**config.mk**
```make
export PLATFORM = sky130hd
export DESIGN_NAME = alu_op_responder
export DESIGN_NICKNAME = d
export VERILOG_FILES = /design/src/rtl/alu_op_responder.sv
export SDC_FILE = /design/constraint.sdc
export NUM_CORES = 1
export LEC_CHECK = 0
export BUFFER_PORTS_ARGS = -buffer_cell sky130_fd_sc_hd__buf_2
export CAP_MARGIN = 20
export CORE_ASPECT_RATIO = 1.5
export CORE_UTILIZATION = 35
export CTS_CLUSTER_DIAMETER = 60
export DETAILED_ROUTE_END_ITERATION = 10
export GPL_TIMING_DRIVEN = 0
export PLACE_DENSITY = 0.58
export SLEW_MARGIN = 20
export SYNTH_ARGS = -nofsm -noshare
export SYNTH_HDL_FRONTEND = slang
export SYNTH_SLANG_ARGS = --single-unit
```
**constraint.sdc**
```tcl
create_clock -name clk -period 4.1 [get_ports clk]
set_input_delay 0.205 -clock clk [delete_from_list [all_inputs] [get_ports clk]]
set_output_delay 0.205 -clock clk [all_outputs]
set_load 0.05 [all_outputs]
```
**src/rtl/alu_op_responder.sv**
```systemverilog
// Registered valid/ready front end around a 16-bit 74181/74182 ALU.
// One request per cycle is captured into S1, evaluated, and queued in a small response FIFO.

module alu_181 (
  input  logic [3:0] a,
  input  logic [3:0] b,
  input  logic [3:0] sel,
  input  logic       mode,
  input  logic       cn_n,
  output logic [3:0] f,
  output logic       g_n,
  output logic       p_n
);

  logic [3:0] u;
  logic [3:0] v;
  logic [4:0] c;

  // u/v are the two addends the select lines form; v is always a subset of u
  always_comb begin
    u = a | (b & {4{sel[0]}}) | (~b & {4{sel[1]}});
    v = (a & ~b & {4{sel[2]}}) | (a & b & {4{sel[3]}});
    c = '0;
    c[0] = ~cn_n;
    for (int i = 0; i < 4; i++) begin
      c[i+1] = v[i] | (u[i] & c[i]);
    end
    f   = mode ? ~(u ^ v) : (u ^ v ^ c[3:0]);
    g_n = ~(v[3] | (u[3] & v[2]) | (u[3] & u[2] & v[1]) | (u[3] & u[2] & u[1] & v[0]));
    p_n = ~(&u);
  end

endmodule

module alu_182 (
  input  logic [3:0] g_n,
  input  logic [3:0] p_n,
  input  logic       cn_n,
  output logic       cnx_n,
  output logic       cny_n,
  output logic       cnz_n,
  output logic       gy_n,
  output logic       px_n
);

  logic [3:0] g;
  logic [3:0] p;
  logic       c0;

  always_comb begin
    g  = ~g_n;
    p  = ~p_n;
    c0 = ~cn_n;
    cnx_n = ~(g[0] | (p[0] & c0));
    cny_n = ~(g[1] | (p[1] & g[0]) | (p[1] & p[0] & c0));
    cnz_n = ~(g[2] | (p[2] & g[1]) | (p[2] & p[1] & g[0]) | (p[2] & p[1] & p[0] & c0));
    gy_n  = ~(g[3] | (p[3] & g[2]) | (p[3] & p[2] & g[1]) | (p[3] & p[2] & p[1] & g[0]));
    px_n  = ~(&p);
  end

endmodule

module top_alu_16 (
  input  logic [15:0] a,
  input  logic [15:0] b,
  input  logic        mode,
  input  logic [3:0]  sel,
  input  logic        cin,
  output logic [15:0] result,
  output logic        cout,
  output logic        ngo,
  output logic        nbo
);

  logic [3:0] slice_cn_n;
  logic [3:0] slice_g_n;
  logic [3:0] slice_p_n;
  logic       cnx_n;
  logic       cny_n;
  logic       cnz_n;

  assign slice_cn_n = {cnz_n, cny_n, cnx_n, cin};

  for (genvar i = 0; i < 4; i++) begin : g_slice
    alu_181 u_slice (
      .a    (a[4*i +: 4]),
      .b    (b[4*i +: 4]),
      .sel  (sel),
      .mode (mode),
      .cn_n (slice_cn_n[i]),
      .f    (result[4*i +: 4]),
      .g_n  (slice_g_n[i]),
      .p_n  (slice_p_n[i])
    );
  end

  alu_182 u_lookahead (
    .g_n   (slice_g_n),
    .p_n   (slice_p_n),
    .cn_n  (cin),
    .cnx_n (cnx_n),
    .cny_n (cny_n),
    .cnz_n (cnz_n),
    .gy_n  (ngo),
    .px_n  (nbo)
  );

  // Active-low carry out of the whole word: not (G or P and carry-in)
  assign cout = ngo & (nbo | cin);

endmodule

module alu_op_responder #(
  parameter int TAG_W     = 4,
  parameter int OUT_DEPTH = 2,
  parameter int CNT_W     = 16
) (
  input  logic             clk,
  input  logic             reset,
  input  logic             req_valid,
  output logic             req_ready,
  input  logic [15:0]      req_a,
  input  logic [15:0]      req_b,
  input  logic             req_mode,
  input  logic [3:0]       req_sel,
  input  logic             req_cin,
  input  logic [TAG_W-1:0] req_tag,
  output logic             rsp_valid,
  input  logic             rsp_ready,
  output logic [15:0]      rsp_result,
  output logic             rsp_cout,
  output logic             rsp_ngo,
  output logic             rsp_nbo,
  output logic             rsp_zero,
  output logic [TAG_W-1:0] rsp_tag,
  output logic [CNT_W-1:0] ops_done,
  output logic             busy
);

  localparam int PTR_W  = (OUT_DEPTH > 1) ? $clog2(OUT_DEPTH) : 1;
  localparam int CNT_FW = $clog2(OUT_DEPTH + 1);
  localparam logic [PTR_W-1:0]  LAST_PTR = PTR_W'(OUT_DEPTH - 1);
  localparam logic [CNT_FW-1:0] FULL_CNT = CNT_FW'(OUT_DEPTH);

  typedef struct packed {
    logic [15:0]      result;
    logic             cout;
    logic             ngo;
    logic             nbo;
    logic             zero;
    logic [TAG_W-1:0] tag;
  } rsp_t;

  // Handshake rule: a transfer happens on a rising edge where valid && ready.
  // The requester holds req_* stable while req_valid && !req_ready; the block
  // holds rsp_* stable while rsp_valid && !rsp_ready. req_ready never looks at rsp_ready.

  logic             s1_valid;
  logic [15:0]      s1_a;
  logic [15:0]      s1_b;
  logic             s1_mode;
  logic [3:0]       s1_sel;
  logic             s1_cin;
  logic [TAG_W-1:0] s1_tag;

  logic [15:0] alu_result;
  logic        alu_cout;
  logic        alu_ngo;
  logic        alu_nbo;
  rsp_t        alu_entry;

  rsp_t              fifo_mem [OUT_DEPTH];
  logic [PTR_W-1:0]  wr_ptr;
  logic [PTR_W-1:0]  rd_ptr;
  logic [CNT_FW-1:0] fifo_count;

  logic fifo_full;
  logic accept;
  logic push;
  logic pop;
  rsp_t head;

  function automatic logic [PTR_W-1:0] next_ptr(input logic [PTR_W-1:0] p);
    return (p == LAST_PTR) ? '0 : p + 1'b1;
  endfunction

  assign fifo_full = (fifo_count == FULL_CNT);
  assign push      = s1_valid && !fifo_full;
  assign req_ready = !s1_valid || !fifo_full;
  assign accept    = req_valid && req_ready;
  assign rsp_valid = (fifo_count != '0);
  assign pop       = rsp_valid && rsp_ready;
  assign busy      = s1_valid || (fifo_count != '0);

  always_ff @(posedge clk or posedge reset) begin
    if (reset) begin
      s1_valid <= 1'b0;
      s1_a     <= '0;
      s1_b     <= '0;
      s1_mode  <= 1'b0;
      s1_sel   <= '0;
      s1_cin   <= 1'b0;
      s1_tag   <= '0;
    end else if (accept) begin
      s1_valid <= 1'b1;
      s1_a     <= req_a;
      s1_b     <= req_b;
      s1_mode  <= req_mode;
      s1_sel   <= req_sel;
      s1_cin   <= req_cin;
      s1_tag   <= req_tag;
    end else if (push) begin
      s1_valid <= 1'b0;
    end
  end

  top_alu_16 u_alu (
    .a      (s1_a),
    .b      (s1_b),
    .mode   (s1_mode),
    .sel    (s1_sel),
    .cin    (s1_cin),
    .result (alu_result),
    .cout   (alu_cout),
    .ngo    (alu_ngo),
    .nbo    (alu_nbo)
  );

  always_comb begin
    alu_entry        = '0;
    alu_entry.result = alu_result;
    alu_entry.cout   = alu_cout;
    alu_entry.ngo    = alu_ngo;
    alu_entry.nbo    = alu_nbo;
    alu_entry.zero   = (alu_result == 16'h0000);
    alu_entry.tag    = s1_tag;
  end

  always_ff @(posedge clk or posedge reset) begin
    if (reset) begin
      wr_ptr     <= '0;
      rd_ptr     <= '0;
      fifo_count <= '0;
      for (int i = 0; i < OUT_DEPTH; i++) begin
        fifo_mem[i] <= '0;
      end
    end else begin
      if (push) begin
        fifo_mem[wr_ptr] <= alu_entry;
        wr_ptr           <= next_ptr(wr_ptr);
      end
      if (pop) begin
        rd_ptr <= next_ptr(rd_ptr);
      end
      case ({push, pop})
        2'b10:   fifo_count <= fifo_count + 1'b1;
        2'b01:   fifo_count <= fifo_count - 1'b1;
        default: fifo_count <= fifo_count;
      endcase
    end
  end

  always_ff @(posedge clk or posedge reset) begin
    if (reset) begin
      ops_done <= '0;
    end else if (pop) begin
      ops_done <= ops_done + 1'b1;
    end
  end

  assign head       = fifo_mem[rd_ptr];
  assign rsp_result = head.result;
  assign rsp_cout   = head.cout;
  assign rsp_ngo    = head.ngo;
  assign rsp_nbo    = head.nbo;
  assign rsp_zero   = head.zero;
  assign rsp_tag    = head.tag;

  req_hold_a: assert property (@(posedge clk) disable iff (reset)
    (req_valid && !req_ready) |=>
      (req_valid && $stable({req_a, req_b, req_mode, req_sel, req_cin, req_tag})));

  fifo_bound_a: assert property (@(posedge clk) disable iff (reset)
    fifo_count <= FULL_CNT);

endmodule
```
=== After elaboration in Yosys (flattened, before gate mapping) ===
Cells that the tools add are included.

* Add/sub/neg operators: 5
* $mul: 0
* Div/mod/pow operators: 0
* Magnitude comparators: 3
* Equal/unequal tests: 3
* Shift-type cells: 0
* Multiplexer cells: 15
* Bitwise logic cells: 148
* Reduce and logical (&&, ||, !) cells: 17

{| class="wikitable"
|+ Operator list
! cell !! number
|-
| 4-bit AND || 24
|-
| 24-bit two-way mux || 4
|-
| 48-bit bitwise mux || 1
|-
| 4-bit OR || 12
|-
| 1-bit AND || 47
|-
| 4-bit inverter || 10
|-
| 1-bit OR || 34
|-
| 4-bit XOR || 8
|-
| 24-bit demux with 1-bit select || 1
|-
| 4-bit AND reduction || 5
|-
| 16-bit by 1-bit adder with 16-bit output (second input constant) || 1
|-
| 16-bit logical NOT || 1
|-
| 4-bit two-way mux || 4
|-
| 1-bit inverter || 11
|-
| 2-bit nonzero test || 3
|-
| 2-bit == test (second input constant) || 2
|-
| 2-bit greater-or-equal comparator (second input constant) || 2
|-
| 1-bit logical AND || 4
|-
| 1-bit two-way mux || 4
|-
| 1-bit inverter with 2-bit output || 2
|-
| 2-bit case mux with 2 select lines || 1
|-
| 1-bit adder (second input constant) || 2
|-
| 2-bit by 1-bit adder with 2-bit output (second input constant) || 1
|-
| 2-bit by 1-bit == test with 1-bit output (second input constant) || 1
|-
| 4 further kinds || 6
|}

* Register bits after elaboration: 111
* Latch bits: 0
* Bits in writable memories: 0
* Bits in read-only memories: 0
* Bits of input ports: 46
* Output and inout bits: 43
* Word-level logic and storage cells: 214
* Memories: 0

=== Depth between registers and ports, before layout ===
Gate-level depths: netlist of run 1.

* Depth after elaboration: 24
* Depth in mapped cells: 11
* Depth with buffers taken out: 9

=== Hierarchy ===
A second synthesis of run 1 with hierarchy kept.

* Cells, all modules: 502
* Area total of the unflattened synthesis: 6055.8 µm²

{| class="wikitable"
|+ By module, submodules not included
! module !! instances !! cells an instance !! area each (µm²) !! sequential area each (µm²)
|-
| alu_op_responder || 1 || 307 || 4599.4 || 2777.7
|-
| alu_181 || 4 || 46 || 347.8 || 0.0
|-
| alu_182 || 1 || 10 || 57.6 || 0.0
|-
| top_alu_16 || 1 || 1 || 7.5 || 0.0
|}

=== Least setup slack after synthesis of run 1 ===
Ideal clock, no wire load.

* Path type: register -> register
* From: register s1_sel[0]
* To: register fifo_mem[28] (netlist bit)
* Library setup time: 0.095 ns
* Arrival time: 3.093 ns
* Required time: 4.005 ns
* Setup slack: 0.911 ns
* Stages on the path, launching flop included: 10
* Buffers on the path: 0
* Clock period less this slack: 3.189 ns
* Path through: dfrtp_1 -> and2_4 -> o31ai_4 -> a2111oi_2 -> o31ai_2 -> a2111oi_4 -> or4_1 -> a2111o_1 -> or4b_1 -> o31ai_1

* Longest elaborated chain between the ends: 23
* Elaborated cells between the ends (all ways): 104
* Those cells by class: 5 x mux; 95 x bitwise; 4 x reduce/logical

{| class="wikitable"
|+ RTL lines
! what !! line !! source
|-
| start, declared || 162 || <nowiki>logic [3:0] s1_sel;</nowiki>
|-
| start signal, assigned || 209 || <nowiki>s1_sel <= req_sel;</nowiki>
|-
| 4-bit AND || 21 || <nowiki>u = a | (b & {4{sel[0]}}) | (~b & {4{sel[1]}});</nowiki>
|-
| 4-bit OR (2 in a row) || 21 ||
|-
| 1-bit AND || 29 || <nowiki>g_n = ~(v[3] | (u[3] & v[2]) | (u[3] & u[2] & v[1]) | (u[3] & u[2] & u[1] & v[0]));</nowiki>
|-
| 1-bit OR / 1-bit AND (equally long branches) (2 in a row) || 29 ||
|-
| 1-bit OR || 29 ||
|-
| 1-bit inverter || 29 ||
|-
| 4-bit inverter || 51 || <nowiki>g = ~g_n;</nowiki>
|-
| 1-bit AND || 56 || <nowiki>cnz_n = ~(g[2] | (p[2] & g[1]) | (p[2] & p[1] & g[0]) | (p[2] & p[1] & p[0] & c0));</nowiki>
|-
| (+5 left out) || n/a ||
|-
| 1-bit AND || 26 || <nowiki>c[i+1] = v[i] | (u[i] & c[i]);</nowiki>
|-
| 1-bit OR || 26 ||
|-
| 1-bit AND || 26 ||
|-
| 1-bit OR || 26 ||
|-
| 4-bit XOR || 28 || <nowiki>f = mode ? ~(u ^ v) : (u ^ v ^ c[3:0]);</nowiki>
|-
| 4-bit two-way mux || 28 ||
|-
| 16-bit logical NOT (*) || 235 || <nowiki>alu_entry.zero = (alu_result == 16'h0000);</nowiki>
|-
| 48-bit bitwise mux (*) || 249 || <nowiki>fifo_mem[wr_ptr] <= alu_entry;</nowiki>
|-
| end signal, assigned by index || 249 ||
|-
| end, declared || 172 || <nowiki>rsp_t fifo_mem [OUT_DEPTH];</nowiki>
|}

Mark *: on every way between the ends. The rest lies on a longest branch, timed or not.
A chain may end at the register's enable or synchronous reset.

=== Worst setup path after layout of run 1 ===
* From: register s1_sel[3]
* To: register fifo_mem[28] (netlist bit)

* Longest elaborated chain between the ends: 22
* Elaborated cells between the ends (all ways): 80
* Those cells by class: 5 x mux; 74 x bitwise; 1 x reduce/logical

{| class="wikitable"
|+ RTL lines
! what !! line !! source
|-
| 4-bit AND || 22 || <nowiki>v = (a & ~b & {4{sel[2]}}) | (a & b & {4{sel[3]}});</nowiki>
|-
| 4-bit OR || 22 ||
|-
| 1-bit AND || 29 ||
|-
| 1-bit OR (3 in a row) || 29 ||
|-
| 1-bit inverter || 29 ||
|-
| 4-bit inverter || 51 ||
|-
| 1-bit AND || 56 ||
|-
| 1-bit OR (3 in a row) || 56 ||
|-
| (+2 left out) || n/a ||
|-
| 1-bit AND || 26 ||
|-
| 1-bit OR || 26 ||
|-
| 1-bit AND || 26 ||
|-
| 1-bit OR || 26 ||
|-
| 4-bit XOR || 28 ||
|-
| 4-bit two-way mux || 28 ||
|-
| 16-bit logical NOT (*) || 235 ||
|-
| 48-bit bitwise mux (*) || 249 ||
|}

Marks and branches as above.

==> results.sh, run 1 <==
export IMPL_place_congestion=0.858
export IMPL_dieArea_mm2=0.0179
export IMPL_fin_skew_ns=0.00850
export IMPL_finalSetupViolations=0
export IMPL_detailedPlacementHpwl_um=12200
export IMPL_critPathMaxFanout=10
export IMPL_post_route_min_period_ns=3.71
export IMPL_post_route_drc_count=0
export IMPL_worstHoldPathType="primary input to flop"
export IMPL_fp_dieH_um=164
export IMPL_timing_critical_path_to="fifo_mem[28]$_DFFE_PP0P_"
export IMPL_initialDrtViolationCount=257
export IMPL_r2r_setup_slack_ns=0.39
export IMPL_post_synth_inst_count=582
export IMPL_setup_worst_path_start="s1_sel[3]$_DFFE_PP0P_"
export IMPL_hold_slack_ns=0.0567
export IMPL_result_of_the_run="completed"
export IMPL_synthToLayoutAreaGrowth_pct=17.2
export IMPL_fin_nets=731
export IMPL_grt_pass1_wl_um=25300
export IMPL_cts_buffers_inserted=9
export IMPL_diodes=0
export IMPL_cts_htree_levels=3
export IMPL_critical_path_reg2reg_startpoint="s1_sel[3]$_DFFE_PP0P_"
export IMPL_synth_edff_count=0
export IMPL_worst_r2r_path_depth=9
export IMPL_clk_transition_reported_paths_ns=0.08
export IMPL_grt_antenna_before_repair=0
export IMPL_synth_top_area_frac=0.456
export IMPL_placementRows=58
export IMPL_cp_start_kind="flop"
export IMPL_floorplan_initialDensity=0.360
export IMPL_cellLeakagePower_nw=3.14
export IMPL_dpl_cell_count=881
export IMPL_synth_largest_area_cell="sky130_fd_sc_hd__dfrtp_1"
export IMPL_post_synthesis_sequential_element_count=111
export IMPL_root_buffer="sky130_fd_sc_hd__clkbuf_16"
export IMPL_async_flop_share=1.00
export IMPL_required_ns=4.37
export IMPL_fin_crit_sh=0.904
export IMPL_postRouteAntennaNets=0
export IMPL_dominantRegCellSynth="sky130_fd_sc_hd__dfrtp_1"
export IMPL_synth_distinct_cells=65
export IMPL_grt_overflow_total=0
export IMPL_ctsLongestPathBuffers=2
export IMPL_track_usage=0.187
export IMPL_wirelength_um=15700
export IMPL_ys_top_cells_by_area="sky130_fd_sc_hd__dfrtp_1 (46%), sky130_fd_sc_hd__mux2_2 (16%), sky130_fd_sc_hd__nand2_1 (5.6%), sky130_fd_sc_hd__xnor2_1 (3.6%), sky130_fd_sc_hd__o21ai_0 (2.2%)"
export IMPL_filler_cell_count=1691
export IMPL_port_buffers=88
export IMPL_avgViaCountPerCell=5.33
export IMPL_fin_cells=898
export IMPL_setup_repair_after_global_routing_missed_its_margin="no"
export IMPL_vias_in_the_first_global_route=4947
export IMPL_relative_slew_slack=0.359
export IMPL_dpl_instance_area_mm2=0.00682
export IMPL_num_vias=4785
export IMPL_drive_gt1_frac=0.314
export IMPL_postSynthNetCount=630
export IMPL_final_max_slew_violation_count=0
export IMPL_final_util=0.422
export IMPL_power_per_standard_cell_area_mw_per_mm2=879
export IMPL_synthesis_area_mm2=0.00609
export IMPL_die_w_um=110
export IMPL_yosys_warnings=0
export IMPL_power_ir_vdd_worst_uv=367
export IMPL_fmax_mhz=270
export IMPL_clock_sinks=111
export IMPL_clock_latency_ns=0.36
export IMPL_synth_seq_area_share=0.456
export IMPL_max_cap_violations=0
export IMPL_io_pins=89
export IMPL_hold_viol_final=0
export IMPL_core_area_mm2=0.0169
export IMPL_timing_rr_end="fifo_mem[28]$_DFFE_PP0P_"
export IMPL_cts_tree="done"
export IMPL_drtPass1Iterations=7
export IMPL_average_footprint_of_a_synthesized_cell_um2=10.5
export IMPL_cp_data_arrival_time_ns=3.98
export IMPL_worst_pin_slew_ns=0.953
export IMPL_crit_path_end_kind="flop"
export IMPL_cts_repair_resize_count=0
export IMPL_grt_start_max_net_pins=81
export IMPL_fin_area_mm2=0.00714
export IMPL_crit_type="flop to flop"
export IMPL_wl_per_cell_um=17.5
==> worst max-delay path, cell delays in order, from the launching register on <==
cell and delay, ns:
sky130_fd_sc_hd__dfrtp_1 0.49, sky130_fd_sc_hd__clkbuf_1 0.40, sky130_fd_sc_hd__mux2i_1 0.14, sky130_fd_sc_hd__a2bb2oi_1 0.63, sky130_fd_sc_hd__o31ai_2 0.24, sky130_fd_sc_hd__a2111oi_4 0.40, sky130_fd_sc_hd__o31ai_1 0.14, sky130_fd_sc_hd__a2111o_1 0.37
sky130_fd_sc_hd__or4b_1 0.55, sky130_fd_sc_hd__o31ai_1 0.25
==> worst min path at each step <==
| stage | startpoint | to | slack, ns | cells after the start |
|---|---|---|---|---|
| after floorplan | req_valid | s1_valid$_DFFE_PP0P_ | 0.31 | 1 |
| after global placement | req_valid | s1_valid$_DFFE_PP0P_ | 0.42 | 2 |
| after detailed placement | reset | s1_cin$_DFFE_PP0P_ | 0.20 | 2 |
| after CTS | req_valid | s1_valid$_DFFE_PP0P_ | 0.05 | 2 |
| after global routing | req_b[15] | s1_b[15]$_DFFE_PP0P_ | 0.06 | 2 |
| final | req_valid | s1_valid$_DFFE_PP0P_ | 0.06 | 2 |
==> cells by family (layout without fill, tap and decap cells) <==
group,Yosys count,count (layout),share of synthesized area
fa+ha+maj,2,2,0.00411
buf+inv,40,146,0.0253
flops,111,111,0.456
simple gates,204,204,0.163
mux,102,102,0.198
xor+xnor,33,33,0.0475
compound gates,90,90,0.105
==> registers in the layout, summed over array words and instances (netlist names) <==
name / count
rd_ptr: 1
fifo_mem: 48
s1_valid: 1
s1_tag: 4
fifo_count: 2
s1_mode: 1
ops_done: 16
s1_cin: 1
s1_b: 16
s1_sel: 4
s1_a: 16
wr_ptr: 1
==> final cells by class <==
class	count	area [µm²]	share of cell area
plain buffers	28	109	0.0153
multi-input cells	431	3150	0.442
clock buffers	9	225	0.0316
clock inverters	7	78.8	0.0110
well taps	210	263	0.0368
flip-flops and latches	111	2780	0.389
repair buffers	90	478	0.0670
inverters	12	50.0	0.00701
==> cells in the mapped netlist, types with 7 or more instances <==
cell and n:
sky130_fd_sc_hd__dfrtp_1 111, sky130_fd_sc_hd__nand2_1 90, sky130_fd_sc_hd__mux2_2 87, sky130_fd_sc_hd__nor2_1 28, sky130_fd_sc_hd__o21ai_0 27, sky130_fd_sc_hd__xnor2_1 25
sky130_fd_sc_hd__clkbuf_1 19, sky130_fd_sc_hd__a21oi_1 15, sky130_fd_sc_hd__nand2b_1 13, sky130_fd_sc_hd__nand3_1 13, sky130_fd_sc_hd__inv_1 12, sky130_fd_sc_hd__nor2b_1 11
sky130_fd_sc_hd__and2_1 10, sky130_fd_sc_hd__mux2i_1 8, sky130_fd_sc_hd__o31ai_1 8, sky130_fd_sc_hd__xor2_1 8, sky130_fd_sc_hd__nand4_1 7, sky130_fd_sc_hd__nor3_1 7
==> report_power, final <==
group          leakage, nW  internal [mW]  switching, mW  total [mW]
clock                0.151          0.482          0.429       0.911
combinational         1.65           1.26           2.25        3.51
sequential            1.34           1.50          0.346        1.85
==> timing repair <==
| item | 4_1_cts | 5_1_grt |
|---|---|---|
| hold endpoints to repair | 31 | 0 |
| buffers inserted | 0 | 0 |
| hold buffers | 1 | 0 |
==> layout by cell type (no fill, tap or decap), types with 7 or more instances in the layout <==
| cell | n |
|---|---|
| sky130_fd_sc_hd__a21oi_1 | 15 |
| sky130_fd_sc_hd__and2_1 | 10 |
| sky130_fd_sc_hd__buf_2 | 91 |
| sky130_fd_sc_hd__clkbuf_1 | 19 |
| sky130_fd_sc_hd__clkbuf_16 | 9 |
| sky130_fd_sc_hd__dfrtp_1 | 111 |
| sky130_fd_sc_hd__inv_1 | 11 |
| sky130_fd_sc_hd__mux2_2 | 87 |
| sky130_fd_sc_hd__mux2i_1 | 8 |
| sky130_fd_sc_hd__nand2_1 | 90 |
| sky130_fd_sc_hd__nand2b_1 | 13 |
| sky130_fd_sc_hd__nand3_1 | 13 |
| sky130_fd_sc_hd__nand4_1 | 7 |
| sky130_fd_sc_hd__nor2_1 | 28 |
| sky130_fd_sc_hd__nor2b_1 | 11 |
| sky130_fd_sc_hd__nor3_1 | 7 |
| sky130_fd_sc_hd__o21ai_0 | 27 |
| sky130_fd_sc_hd__o31ai_1 | 8 |
| sky130_fd_sc_hd__xnor2_1 | 25 |
| sky130_fd_sc_hd__xor2_1 | 8 |
==> per-stage QoR <==
step           setup slack [ns]  setup TNS, ns  power [mW]
3_5_place_dp              0.440              0        5.40
3_3_place_gp             -0.186         -19.25        5.31
4_1_cts                   0.415              0        6.34
2_1_floorplan             0.911              0        4.49
6_report                  0.392              0        6.27
5_1_grt                   0.165              0        6.68
==> per-layer routing <==
metal | part of all wire | track usage | vias up
li1 | - | - | 2266
met1 | 0.38 | 0.203 | 2377
met2 | 0.56 | 0.352 | 114
met3 | 0.037 | 0.0347 | 28
met4 | 0.024 | 0.0685 | 0
met5 | 0 | 0 | -
No activity file was read; power rests on OpenSTA's default activity.
==> run 2: changes to the inputs <==
Settings changed: ABC_AREA set to 1, CAP_MARGIN 20 to 15.
==> run 2 against run 1 <==
Compared with the run above: non-clock buffer count increased by 1; clock power grew 4.7%; flip-flop and latch count unchanged; clock skew rose by 0.00075 ns; sequential share of layout area is 0.35 points higher; first-iteration DRC count down 42%; via count up 8.5%; sequential power decreased by 6%; total power fell by 3.1%; worst setup slack better by 1.3 ns; cell area is 0.89% lower; clock-buffer cell count stayed put.
==> results.sh, run 2 <==
export IMPL_wl_per_cell_um=13.6
export IMPL_power_per_standard_cell_area_mw_per_mm2=859
export IMPL_max_cap_violations=0
export IMPL_required_ns=4.40
export IMPL_wirelength_um=15100
export IMPL_critPathBufInv=2
export IMPL_fin_cells=1108
export IMPL_clk_transition_reported_paths_ns=0.09
export IMPL_io_pins=89
export IMPL_ys_top_cells_by_area="sky130_fd_sc_hd__dfrtp_1 (46%), sky130_fd_sc_hd__nand2_1 (14%), sky130_fd_sc_hd__nor2_1 (5.8%), sky130_fd_sc_hd__inv_1 (5.3%), sky130_fd_sc_hd__o21ai_0 (4.5%)"
export IMPL_diodes=0
export IMPL_grt_pass1_wl_um=24600
export IMPL_yosys_warnings=0
export IMPL_reg_power_frac=0.287
export IMPL_floorplan_initialDensity=0.358
export IMPL_clock_sinks=111
export IMPL_cts_htree_levels=3
export IMPL_final_util=0.422
export IMPL_layout_commonest_cell="sky130_fd_sc_hd__nand2_1"
export IMPL_clock_latency_ns=0.36
export IMPL_post_route_min_period_ns=2.44
export IMPL_grt_start_max_net_pins=68
export IMPL_critical_path_max_stage_delay_ns=0.49
export IMPL_grt_overflow_total=0
export IMPL_post_synthesis_sequential_element_count=111
export IMPL_worstHoldPathType="primary input to flop"
export IMPL_crit_path_end_kind="flop"
export IMPL_cts_buffers_inserted=9
export IMPL_relative_slew_slack=0.568
export IMPL_grt_antenna_before_repair=0
export IMPL_cp_top_family="simple AND/OR/NAND/NOR gates"
export IMPL_synth_cells_most_frequent="sky130_fd_sc_hd__nand2_1 (229), sky130_fd_sc_hd__dfrtp_1 (111), sky130_fd_sc_hd__nor2_1 (92), sky130_fd_sc_hd__inv_1 (85), sky130_fd_sc_hd__o21ai_0 (54)"
export IMPL_result_of_the_run="completed"
export IMPL_ctsLongestPathBuffers=2
export IMPL_clock_network_power_share=0.157
export IMPL_synth_distinct_cells=34
export IMPL_setup_repair_after_global_routing_missed_its_margin="no"
export IMPL_initialDrtViolationCount=148
export IMPL_post_synth_inst_count=792
export IMPL_postRouteAntennaNets=0
export IMPL_avgViaCountPerCell=4.69
export IMPL_track_usage=0.180
export IMPL_p_comb_frac=0.556
export IMPL_postSynthNetCount=840
export IMPL_num_vias=5192
export IMPL_dpl_cell_count=1091
export IMPL_cellLeakagePower_nw=3.74
export IMPL_netSwitchingFraction=0.518
export IMPL_reg_with_most_ffs="fifo_mem"
export IMPL_net_sw_power_mw=3.15
export IMPL_cp_start_kind="flop"
export IMPL_cp_data_arrival_time_ns=2.73
export IMPL_p_int_mw=2.93
export IMPL_average_footprint_of_a_synthesized_cell_um2=7.58
export IMPL_largest_reg_flops=48
export IMPL_dominantRegCellSynth="sky130_fd_sc_hd__dfrtp_1"
export IMPL_place_congestion=0.804
export IMPL_finalSetupViolations=0
export IMPL_fin_skew_ns=0.00925
export IMPL_post_route_drc_count=0
export IMPL_postCtsHoldBufs=1
export IMPL_synth_top_area_frac=0.463
export IMPL_worst_pin_slew_ns=0.648
export IMPL_core_area_mm2=0.0168
export IMPL_critical_path_slowest_cell="sky130_fd_sc_hd__dfrtp_1"
export IMPL_timing_critical_path_mode_cell="sky130_fd_sc_hd__nand2_2"
export IMPL_design_power_total_mw=6.08
export IMPL_synth_edff_count=0
export IMPL_synth_seq_area_share=0.463
export IMPL_crit_type="flop to flop"
export IMPL_final_max_slew_violation_count=0
export IMPL_fmax_mhz=410
export IMPL_port_buffers=88
export IMPL_drtPass1Iterations=5
export IMPL_synthMostInstantiatedCell="sky130_fd_sc_hd__nand2_1"
export IMPL_drive_gt1_frac=0.204
export IMPL_fin_crit_sh=0.595
export IMPL_synthesis_area_mm2=0.00600
export IMPL_power_ir_vdd_worst_uv=380
export IMPL_async_flop_share=1.00
export IMPL_cts_tree="done"
export IMPL_dieArea_mm2=0.0177
export IMPL_fin_nets=941
export IMPL_cts_repair_resize_count=0
export IMPL_die_w_um=109
export IMPL_detailedPlacementHpwl_um=11600
export IMPL_synthToLayoutAreaGrowth_pct=17.8
export IMPL_critPathMaxFanout=10
export IMPL_hold_viol_final=0
export IMPL_fp_dieH_um=162
export IMPL_hold_slack_ns=0.0719
export IMPL_synth_largest_area_cell="sky130_fd_sc_hd__dfrtp_1"
export IMPL_root_buffer="sky130_fd_sc_hd__clkbuf_16"
export IMPL_vias_in_the_first_global_route=4998
export IMPL_post_cts_repair_setup_buffers=0
export IMPL_ordered_cell_list_for_the_critical_path="buf_6, o211ai_2, nand2_2, nor2_4, nand2_2, nand2_2, nand2_2, nand2_2, nand3_2, xor2_1, inv_1, nor2_1, nand2_1, nor2_2, nand3_1, nand2_1"
export IMPL_placementRows=58
export IMPL_mostFrequentLayoutCells="sky130_fd_sc_hd__nand2_1 (229), sky130_fd_sc_hd__dfrtp_1 (111), sky130_fd_sc_hd__nor2_1 (92)"
## run 2: cell types whose count changed after synthesis, sizes merged, moves of 8 or more
cell	before	now
nor2b	11	0
nand2	90	254
nand2b	13	0
mux2	88	9
mux2i	8	0
nor2	30	103
and2	11	1
inv	12	95
nand3	13	43
a21oi	16	42
o31ai	10	0
o21ai	27	58
xnor2	25	8
## run 2: path summary, 6_finish.rpt
| kind | cells after the start | start | slack (ns) | endpoint |
|---|---|---|---|---|
| min in group asynchronous | 3 | reset | 0.47 | ops_done[15]$_DFFE_PP0P_ |
| max in group asynchronous | 4 | reset | 2.95 | fifo_mem[13]$_DFFE_PP0P_ |
| max | 16 | s1_sel[2]$_DFFE_PP0P_ | 1.66 | fifo_mem[28]$_DFFE_PP0P_ |
| max reg2reg | 16 | s1_sel[2]$_DFFE_PP0P_ | 1.66 | fifo_mem[28]$_DFFE_PP0P_ |
| min reg2reg | 1 | ops_done[15]$_DFFE_PP0P_ | 0.48 | ops_done[15]$_DFFE_PP0P_ |
| min | 2 | req_tag[1] | 0.07 | s1_tag[1]$_DFFE_PP0P_ |
## run 2: area by class of cell
cell class / instances / area (µm²)
timing repair buffer: 90 / 478
tap: 210 / 263
clock inverter: 7 / 97.6
fill: 1772 / 9690
inverter: 95 / 367
clock buffer: 9 / 225
multi-input combinational: 557 / 2710
sequential: 111 / 2780
buffer: 29 / 153
## run 2: kinds of logic (layout without fill, tap and decap cells)
group,after synthesis,after routing,synth area share
AND/OR/NAND/NOR,419,419,0.305
buffers and inverters,124,230,0.0857
flip-flops,111,111,0.463
AO/OA/AOI/OAI,106,106,0.0940
XOR/XNOR,21,21,0.0319
multiplexers,9,9,0.0169
adder cells (fa/ha/maj),2,2,0.00417
## run 2: per-layer routing
layer | global-route usage | share of wire | up-vias
met2 | 0.330 | 0.52 | 94
met5 | 0 | 0 | -
li1 | - | - | 2680
met4 | 0.0614 | 0.019 | 0
met3 | 0.0240 | 0.028 | 18
met1 | 0.212 | 0.43 | 2400
## run 2: power by group through the flow
stage / logic (mW) / clock network [mW] / registers, mW
2_1_floorplan: 2.49 / 0 / 1.83
3_3_place_gp: 3.38 / 0 / 1.75
3_5_place_dp: 3.42 / 0 / 1.76
4_1_cts: 3.43 / 0.974 / 1.74
5_1_grt: 3.78 / 1.02 / 1.79
6_report: 3.38 / 0.954 / 1.74
## run 2: worst register-to-register path: cells and delay by family (launching register included)
family                    cells  cell delay, ns
AOI/OAI and AO/OA             1            0.19
xor gates and xnor gates      1            0.29
buffers and inverters         2            0.31
DFF                           1            0.49
and+or+nand+nor              12            1.10
## run 2: per-stage QoR
step | setup slack [ns] | area (µm²) | setup TNS, ns
6_report | 1.66 | 7070 | 0
5_1_grt | 1.45 | 7070 | 0
4_1_cts | 1.63 | 7070 | 0
3_5_place_dp | 1.65 | 6740 | 0
3_3_place_gp | -0.497 | 6710 | -54.02
2_1_floorplan | 0.964 | 6000 | 0
==> run 3: changes to the inputs <==
Clock period 4.1 ns to 2.4 ns, I/O delays scaled along.
==> run 3 against run 2 <==
Compared with the run above: flip-flop and latch count stayed put; combinational power is 91% higher; register-to-register slack worse by 1.6 ns; core utilization is 3.7 points higher.
==> results.sh, run 3 (synthesis gave the netlist of run 2 again) <==
export IMPL_track_usage=0.187
export IMPL_drive_gt1_frac=0.271
export IMPL_vias_in_the_first_global_route=5165
export IMPL_mostFrequentLayoutCells="sky130_fd_sc_hd__nand2_1 (208), sky130_fd_sc_hd__dfrtp_1 (110), sky130_fd_sc_hd__buf_2 (90)"
export IMPL_critical_path_max_stage_delay_ns=0.38
export IMPL_post_route_drc_count=0
export IMPL_power_ir_vdd_worst_uv=725
export IMPL_cp_top_family="compound AO/OA/AOI/OAI gates"
export IMPL_crit_type="flop to flop"
export IMPL_fin_crit_sh=0.956
export IMPL_grt_antenna_before_repair=0
export IMPL_placementRows=58
export IMPL_grt_pass1_wl_um=25500
export IMPL_io_pins=89
export IMPL_fin_nets=983
export IMPL_place_worst_setup_slack_ns=-0.00920
export IMPL_fin_area_mm2=0.00769
export IMPL_max_cap_violations=0
export IMPL_clock_latency_ns=0.37
export IMPL_route_met3_wl_um=449
export IMPL_netSwitchingFraction=0.517
export IMPL_clock_network_power_share=0.144
export IMPL_crit_path_end_kind="flop"
export IMPL_critical_path_slowest_cell="sky130_fd_sc_hd__dfrtp_1"
export IMPL_hp_start="req_a[1]"
export IMPL_p_int_mw=5.33
export IMPL_result_of_the_run="completed"
export IMPL_timing_critical_path_mode_cell="sky130_fd_sc_hd__nand2_1"
export IMPL_critical_path_reg2reg_startpoint="s1_sel[0]$_DFFE_PP0P_"
export IMPL_post_route_min_period_ns=2.29
export IMPL_avgViaCountPerCell=4.70
export IMPL_fin_skew_ns=0.0127
export IMPL_clock_sinks=111
export IMPL_fmax_mhz=436
export IMPL_setup_repair_after_global_routing_missed_its_margin="yes"
export IMPL_initialDrtViolationCount=214
export IMPL_final_max_slew_violation_count=0
export IMPL_postRouteAntennaNets=0
export IMPL_root_buffer="sky130_fd_sc_hd__clkbuf_16"
export IMPL_dpl_instance_area_mm2=0.00681
export IMPL_detailed_routing_wirelength_on_met1_um=6650
export IMPL_core_area_mm2=0.0168
export IMPL_die_w_um=109
export IMPL_dr_max_layer_used="met4"
export IMPL_grt_start_max_net_pins=33
export IMPL_detailedPlacementHpwl_um=11900
export IMPL_cts_htree_levels=3
export IMPL_net_sw_power_mw=5.70
export IMPL_critPathBufInv=5
export IMPL_worstHoldPathType="primary input to flop"
export IMPL_p_comb_frac=0.586
export IMPL_ctsLongestPathBuffers=2
export IMPL_reg_with_most_ffs="fifo_mem"
export IMPL_final_util=0.459
export IMPL_hold_viol_final=0
export IMPL_finalSetupViolations=0
export IMPL_relative_slew_slack=0.552
export IMPL_drtPass1Iterations=4
export IMPL_cellLeakagePower_nw=3.96
export IMPL_num_vias=5410
export IMPL_filler_cell_count=1746
export IMPL_reg_power_frac=0.270
export IMPL_final_setup_worst_slack_ns=0.106
export IMPL_wirelength_um=15800
export IMPL_met2_wirelength_um=8420
export IMPL_setup_worst_path_start="s1_sel[0]$_DFFE_PP0P_"
export IMPL_power_per_standard_cell_area_mw_per_mm2=1440
export IMPL_ordered_cell_list_for_the_critical_path="buf_6, buf_8, buf_6, buf_4, nand2_1, nand2_1, nor2_2, nor2_2, inv_1, nor3_1, a211oi_2, o2111ai_4, a21oi_2, nand2_1, o21ai_1"
export IMPL_largest_reg_flops=48
export IMPL_place_congestion=0.794
export IMPL_synthToLayoutAreaGrowth_pct=28.0
export IMPL_floorplan_initialDensity=0.358
export IMPL_required_ns=2.70
export IMPL_cp_start_kind="flop"
export IMPL_wl_per_cell_um=13.7
export IMPL_dieArea_mm2=0.0177
export IMPL_cts_buffers_inserted=9
export IMPL_port_buffers=88
export IMPL_layout_commonest_cell="sky130_fd_sc_hd__nand2_1"
export IMPL_cts_tree="done"
export IMPL_fp_dieH_um=162
export IMPL_cp_data_arrival_time_ns=2.59
export IMPL_tns_ns=0
export IMPL_diodes=0
export IMPL_clk_transition_reported_paths_ns=0.09
export IMPL_grt_overflow_total=0
export IMPL_critPathMaxFanout=8
export IMPL_worst_pin_slew_ns=0.672
-- run 3: changes by cell type in the layout (fill, tap and decap cells not counted), sizes merged --
cell	previous run	this run
clkinvlp	0	1
inv	99	96
clkinv	2	5
buf	100	125
dlygate4sd3	1	18
bufinv	1	0
-- run 3: per-stage QoR --
step	hold slack (ns)	power, mW	instances
finish	0.00170	11.0	1150
global route	0.0101	11.9	1150
CTS	0.000742	10.5	1128
detailed placement	0.148	8.87	1094
global placement	0.354	8.76	1090
floorplan	0.271	7.37	792
-- run 3: timing repair --
item / CTS / global route
buffers inserted: 0 / 22
pin swaps: 0 / 27
hold endpoints to repair: 33 / 0
endpoints found under the setup margin: 2 / 5
resized for setup: 1 / 60
hold buffers: 18 / 0
-- run 3: per-layer routing --
| layer | up-vias | global-route usage |
|---|---|---|
| met4 | 0 | 0.0571 |
| met1 | 2526 | 0.222 |
| met5 | - | 0 |
| met2 | 94 | 0.342 |
| met3 | 17 | 0.0272 |
| li1 | 2773 | - |
-- run 3: power groups by stage --
stage	Clock [mW]	Combinational [mW]	Sequential, mW
global route	1.69	7.17	3.07
CTS	1.62	5.91	2.98
floorplan	0	4.25	3.12
detailed placement	0	5.85	3.02
finish	1.59	6.46	2.98
global placement	0	5.76	2.99
-- run 3: path summary, 6_finish.rpt --
path	to	slack (ns)	cells past startpoint
min in group asynchronous	fifo_mem[41]$_DFFE_PP0P_	0.31	3
worst min register to register	ops_done[15]$_DFFE_PP0P_	0.47	1
worst max-delay path	fifo_mem[31]$_DFFE_PP0P_	0.11	15
worst max register to register	fifo_mem[31]$_DFFE_PP0P_	0.11	15
worst min-delay path	s1_a[1]$_DFFE_PP0P_	0.002	3
max in group asynchronous	s1_tag[3]$_DFFE_PP0P_	1.21	6
-- run 3: final cells by class --
class                      instances  area, µm²  share of cell area
clock buffer                       9        225              0.0293
buffer                            29        158              0.0205
multi-input combinational        557       2900               0.377
timing repair buffer             132        897               0.117
inverter                          95        370              0.0482
clock inverter                     7       98.8              0.0129
tap                              210        263              0.0342
sequential                       111       2780               0.362
-- run 3: tightest hold or removal path: stages --
cell and delay [ns]:
sky130_fd_sc_hd__buf_2 0.07, sky130_fd_sc_hd__nor2_1 0.03, sky130_fd_sc_hd__a21oi_1 0.10
